--- config.mk ---
export PLATFORM = sky130hd
export DESIGN_NAME = sseg_scan_driver
export DESIGN_NICKNAME = d
export VERILOG_FILES = /design/src/rtl/sseg_pkg.sv /design/src/rtl/sseg_slot_timer.sv /design/src/rtl/sseg_scan_driver.sv
export SDC_FILE = /design/constraint.sdc
export NUM_CORES = 1
export LEC_CHECK = 0
export BUFFER_PORTS_ARGS = -buffer_cell sky130_fd_sc_hd__buf_2
export CAP_MARGIN = 5
export CORE_ASPECT_RATIO = 0.8
export CORE_MARGIN = 2
export CORE_UTILIZATION = 25
export CTS_BUF_LIST = sky130_fd_sc_hd__clkbuf_4
export DETAILED_ROUTE_END_ITERATION = 10
export HOLD_SLACK_MARGIN = 0.08
export PLACE_DENSITY = 0.42
export SLEW_MARGIN = 15
export SYNTH_ARGS = -nofsm -noshare
export SYNTH_HDL_FRONTEND = slang
export SYNTH_SLANG_ARGS = --single-unit
export TNS_END_PERCENT = 100
--- constraint.sdc ---
create_clock -name clk -period 3.3 [get_ports clk]
set_clock_uncertainty 0.2 [all_clocks]
set_input_delay 0 -clock clk [delete_from_list [all_inputs] [get_ports clk]]
set_output_delay 0 -clock clk [all_outputs]
set_load 0.02 [all_outputs]
--- src/rtl/sseg_pkg.sv ---
// Shared definitions for the four-digit seven-segment interface.
// Holds the display constants, the scan state encoding and the hex-to-segment
// patterns used by both the heartbeat producer and the scan driver.
// Segment patterns are active-low: bit 7 = DP, bits 6:0 = g..a.
package sseg_pkg;

  localparam logic [3:0]  AN_ALL_OFF = 4'b1111;
  localparam logic [7:0]  SEG_BLANK  = 8'hFF;
  localparam int unsigned NUM_DIGITS = 4;

  typedef enum logic {
    IDLE = 1'b0,
    SCAN = 1'b1
  } scan_state_t;

  // Patterns for hex digits 0-F, decimal point off.
  localparam logic [7:0] HEX_SEG [16] = '{
    8'hC0, 8'hF9, 8'hA4, 8'hB0, 8'h99, 8'h92, 8'h82, 8'hF8,
    8'h80, 8'h90, 8'h88, 8'h83, 8'hC6, 8'hA1, 8'h86, 8'h8E
  };

  function automatic logic [7:0] hex_to_seg(input logic [3:0] value);
    return HEX_SEG[value];
  endfunction

endpackage

--- src/rtl/sseg_slot_timer.sv ---
// Slot timer for the scan driver.
// Counts clocks within a digit slot and steps the digit index on each slot
// wrap. A synchronous clear (or reset) returns both to zero.
// Ports:
//   clk, resetn  - clock, synchronous active-low reset
//   clear        - hold counter and index at zero
//   slot_cnt     - position within the current slot
//   idx          - digit currently being scanned (0..3)
//   slot_start   - slot_cnt is zero
//   frame_end    - last clock of digit 3's slot
module sseg_slot_timer
  import sseg_pkg::*;
#(
  parameter int SLOT_WIDTH = 17
) (
  input  logic                  clk,
  input  logic                  resetn,
  input  logic                  clear,
  output logic [SLOT_WIDTH-1:0] slot_cnt,
  output logic [1:0]            idx,
  output logic                  slot_start,
  output logic                  frame_end
);

  always_ff @(posedge clk) begin
    if (!resetn || clear) begin
      slot_cnt <= '0;
      idx      <= '0;
    end else begin
      slot_cnt <= slot_cnt + 1'b1;
      if (slot_cnt == '1) idx <= idx + 1'b1;
    end
  end

  always_comb begin
    slot_start = (slot_cnt == '0);
    frame_end  = (idx == 2'd3) && (slot_cnt == '1);
  end

endmodule

--- src/rtl/sseg_scan_driver.sv ---
// Time-multiplexed driver for a common-anode four-digit display.
// Captures each digit's pattern at the start of its slot, blanks all anodes
// for BLANK_CYCLES at the start of each slot, applies 16-level brightness
// and pulses frame_tick once per complete four-digit scan.
// Ports:
//   clk, resetn     - clock, synchronous active-low reset
//   enable          - scan enable; low darkens the display and restarts the scan
//   brightness      - lit fraction of each slot in sixteenths (0 = dark)
//   dig_0..dig_3    - active-low segment patterns, digit 0 rightmost
//   an, seg         - active-low anode and segment drive (registered)
//   frame_tick      - one-cycle pulse after each complete scan
module sseg_scan_driver
  import sseg_pkg::*;
#(
  parameter int SLOT_WIDTH   = 17,
  parameter int BLANK_CYCLES = 64
) (
  input  logic       clk,
  input  logic       resetn,
  input  logic       enable,
  input  logic [3:0] brightness,
  input  logic [7:0] dig_0,
  input  logic [7:0] dig_1,
  input  logic [7:0] dig_2,
  input  logic [7:0] dig_3,
  output logic [3:0] an,
  output logic [7:0] seg,
  output logic       frame_tick
);

  localparam logic [SLOT_WIDTH-1:0] BLANK_END = SLOT_WIDTH'(BLANK_CYCLES);

  scan_state_t           state;
  logic [SLOT_WIDTH-1:0] slot_cnt;
  logic [1:0]            idx;
  logic                  slot_start;
  logic                  frame_end;
  logic                  run;
  logic                  lit;
  logic [4:0]            level;
  logic [7:0]            digs   [NUM_DIGITS];
  logic [7:0]            shadow [NUM_DIGITS];

  // Gating with enable as well as state makes an enable drop darken the very
  // next output cycle and suppresses a frame_tick on that same edge.
  assign run = (state == SCAN) && enable;

  sseg_slot_timer #(
    .SLOT_WIDTH(SLOT_WIDTH)
  ) u_timer (
    .clk        (clk),
    .resetn     (resetn),
    .clear      (!run),
    .slot_cnt   (slot_cnt),
    .idx        (idx),
    .slot_start (slot_start),
    .frame_end  (frame_end)
  );

  always_comb begin
    digs[0] = dig_0;
    digs[1] = dig_1;
    digs[2] = dig_2;
    digs[3] = dig_3;
    level   = {1'b0, slot_cnt[SLOT_WIDTH-1 -: 4]};
    lit     = run && (slot_cnt >= BLANK_END) && (level < {1'b0, brightness});
  end

  always_ff @(posedge clk) begin
    if (!resetn) begin
      state      <= IDLE;
      an         <= AN_ALL_OFF;
      seg        <= SEG_BLANK;
      frame_tick <= 1'b0;
      for (int unsigned i = 0; i < NUM_DIGITS; i++) shadow[i] <= SEG_BLANK;
    end else begin
      case (state)
        IDLE:    if (enable)  state <= SCAN;
        SCAN:    if (!enable) state <= IDLE;
        default: state <= IDLE;
      endcase

      if ((state == SCAN) && slot_start) shadow[idx] <= digs[idx];

      if (lit) begin
        an  <= ~(4'b0001 << idx);
        seg <= shadow[idx];
      end else begin
        an  <= AN_ALL_OFF;
        seg <= SEG_BLANK;
      end

      frame_tick <= run && frame_end;
    end
  end

endmodule

==> results.sh <==
export IMPL_layout_min_cycle_time_ps=2670
export IMPL_number_of_enable_type_register_cells_in_the_synthesized_netlist=32
export IMPL_initial_utilization=0.254
export IMPL_timing_setup_critical_path_class="reg -> reg"
export IMPL_grt_overflow_total=0
export IMPL_worst_endpoint_required_ps=3450
export IMPL_synthSimpleGateAreaFrac=0.207
export IMPL_wl_per_cell_microns=14.8
export IMPL_fp_dieW_microns=128
export IMPL_pwr_density_cell_nw_per_um2=377
export IMPL_drt_pre_antenna_iters=4
export IMPL_setup_viol=0
export IMPL_finalWirelength_mm=7.32
export IMPL_dr_iter_0_viols=122
export IMPL_largest_family_of_logic_cells_by_synthesized_area="simple AND/OR/NAND/NOR gates"
export IMPL_timing_max_cap_violations=0
export IMPL_critPathSlowestCell="or4_1"
export IMPL_antenna_violating_nets_post_route=0
export IMPL_cts_htree_levels=3
export IMPL_dominantRegCellSynth="dfxtp_1"
export IMPL_synth_seq_area_share=0.531
export IMPL_synth_most_common_cell="dfxtp_1"
export IMPL_synth_largest_type_area_fraction=0.315
export IMPL_port_buffers=51
export IMPL_std_cell_rows=36
export IMPL_min_path_cells=3
export IMPL_critical_path_maximum_fanout=12
export IMPL_path_clk_slew_ps=120
export IMPL_worstPathArrival_ps=2820
export IMPL_tightestPinTransition_ps=730
export IMPL_place_gp_congestion=0.717
export IMPL_fillerInstances=1200
export IMPL_synth_compound_area_share=0.0209
export IMPL_path_buf_inv=2
export IMPL_layout_worst_path_cycle_share=0.810
export IMPL_detailroute_via_count=2221
export IMPL_synth_warning_count=0
export IMPL_worstSetupStartpointType="flop"
export IMPL_final_area_sq_um=3970
export IMPL_route_detailed_drc=0
export IMPL_grt_antenna_before_repair=0
export IMPL_drv_slew=0
export IMPL_yosys_mux_area_fraction=0.121
export IMPL_hpwl_mm=4.80
export IMPL_synth_xor_area_share=0.0373
export IMPL_io_count=52
export IMPL_clock_root_buffer="clkbuf_4"
export IMPL_hold_class="in -> reg"
export IMPL_cts_tree="done"
export IMPL_grt_setup_unrepaired="no"
export IMPL_cp_top_family="simple AND/OR/NAND/NOR gates"
export IMPL_fmax_mhz=374
export IMPL_postSynthAreaPerCell_sq_um=12.6
export IMPL_groute_usage_overall=0.120
export IMPL_synthDistinctLibCells=37
export IMPL_grt_pass1_vias=2221
export IMPL_die_height_microns=103
export IMPL_design_final_nets=385
export IMPL_cp_end_kind="flop"
export IMPL_grt_start_max_net_pins=39
export IMPL_core_area_sq_um=12000
export IMPL_clock_insertion_delay_at_the_later_pin_of_the_skew_report_ps=420
export IMPL_grt_pass1_wl_mm=11.8
export IMPL_final_count_of_hold_timing_violations=0
export IMPL_post_route_cells_drive_above_1_share=0.302
export IMPL_synthTopCellsByCount="33 x dfxtp_1, 32 x edfxtp_1, 19 x or4_1"
export IMPL_yosys_area_share_adder=0.0410
export IMPL_regToRegEndpoint="seg[3]$_SDFF_PN1_"
export IMPL_power_leakage_nw=1.30
export IMPL_postPlaceCellArea_sq_um=3460
export IMPL_setup_total_negative_slack_ps=0
export IMPL_cell_count_of_the_worst_reg_to_reg_path=6
export IMPL_run_status="completed"
export IMPL_max_slew_margin=0.512
export IMPL_synthesis_instances=242
export IMPL_viasPerCell=4.51
export IMPL_number_of_sinks_on_the_clock_net=65
export IMPL_antenna_diode_count=0
export IMPL_synthTopCellsByArea="edfxtp_1 31%, dfxtp_1 22%, mux4_2 12%"
export IMPL_max_rail_drop_vdd_mv=0.201
export IMPL_yosys_register_bits=65
export IMPL_yosys_area_top_type="edfxtp_1"
export IMPL_cells_along_the_critical_path="or4_1, nor3b_1, a2111oi_2, dlygate4sd3_1, buf_4, nand2b_1"
export IMPL_timing_reg2reg_setup_slack_ps=630
export IMPL_critPathMaxStageDelay_ps=620
export IMPL_floorplan_die_area_sq_um=13100
export IMPL_mappedNetlistNets=291
export IMPL_timing_hold_worst_start="dig_1[7]"
export IMPL_mappedNetlistArea_sq_um=3050
export IMPL_synth_async_sr_flop_share=0
export IMPL_crit_reg2reg_launch="u_timer.slot_cnt[14]$_SDFF_PP0_"
export IMPL_cts_root_to_sink_buffers=2
export IMPL_syn_to_final_growth_pct=29.9
export IMPL_cts_made_buffers=9
export IMPL_holdPathEnd="shadow[1][7]$_SDFFCE_PN1P_"
-- tightest hold or removal path, cell delays in order --
cell and delay (ps):
dlygate4sd3_1 510, buf_2 100, or4_1 90
-- flip-flops by register name (all words and copies together), names as in the netlist --
register / count
shadow: 32
u_timer.slot_cnt: 17
seg: 8
an: 4
u_timer.idx: 2
frame_tick: 1
state: 1
-- per-stage QoR --
step	hold slack [ps]	utilization	total power, W	setup slack [ps]	std cells
2_1_floorplan	-22.2	-	0.000910	704	242
3_3_place_gp	77.6	0.288	0.000952	637	440
3_5_place_dp	82.8	0.288	0.000952	659	440
4_1_cts	165	0.330	0.00152	588	493
5_1_grt	182	0.330	0.00156	518	493
6_report	186	0.330	0.00150	626	493
-- area by class of cell --
type                            instances  area [sq um]  share of cell area
Clock buffer                           10          75.1              0.0189
Clock inverter                          6          58.8              0.0148
Inverter                                9          33.8             0.00851
Multi-Input combinational cell        156          1310               0.330
Sequential cell                        65          1620               0.409
Tap cell                              152           190              0.0479
Timing Repair Buffer                   95           678               0.171
-- timing repair --
item	4_1_cts	5_1_grt
hold endpoints to repair	79	0
resized for setup	0	0
hold buffers	37	0
buffers inserted	0	0
endpoints found under the setup margin	0	0
-- layout by cell type, fill, tap and decap left out, types with 12 or more instances in the layout --
| cell | instances |
|---|---|
| edfxtp_1 | 32 |
| or4_1 | 19 |
| nand2_1 | 12 |
| nor2_1 | 17 |
| buf_2 | 51 |
| dlygate4sd3_1 | 37 |
| dfxtp_1 | 33 |
| nand2b_1 | 18 |
| mux4_2 | 16 |
-- power breakdown --
part / switching (W) / total, W / internal (W)
sequential: 0.00000415 / 0.000858 / 0.000854
clock: 0.000297 / 0.000532 / 0.000234
combinational: 0.0000418 / 0.000108 / 0.0000664
-- worst max-delay path by stage --
stage	from	endpoint	cells past startpoint
after global placement	u_timer.slot_cnt[14]$_SDFF_PP0_	shadow[1][4]$_SDFFCE_PN1P_	5
after floorplan	u_timer.slot_cnt[11]$_SDFF_PP0_	shadow[0][0]$_SDFFCE_PN1P_	4
final	u_timer.slot_cnt[14]$_SDFF_PP0_	seg[3]$_SDFF_PN1_	6
after detailed placement	u_timer.slot_cnt[14]$_SDFF_PP0_	shadow[1][0]$_SDFFCE_PN1P_	5
after global routing	u_timer.slot_cnt[14]$_SDFF_PP0_	seg[3]$_SDFF_PN1_	6
after CTS	u_timer.slot_cnt[14]$_SDFF_PP0_	seg[3]$_SDFF_PN1_	6
-- cells by family after synthesis --
group / after synthesis
compound gates: 10
fa+ha+maj: 10
buf+inv: 21
xor+xnor: 13
simple gates: 106
mux: 17
flops: 65
-- layer usage --
| metal | share of wire | vias up | GRT usage |
|---|---|---|---|
| met1 | 0.49 | 1073 | 0.162 |
| met3 | 0.038 | 12 | 0.0301 |
| met4 | 0.020 | 0 | 0.0516 |
| met2 | 0.45 | 44 | 0.184 |
| met5 | 0 | - | 0 |
| li1 | - | 1092 | - |
(Power assumes the default switching activity.)
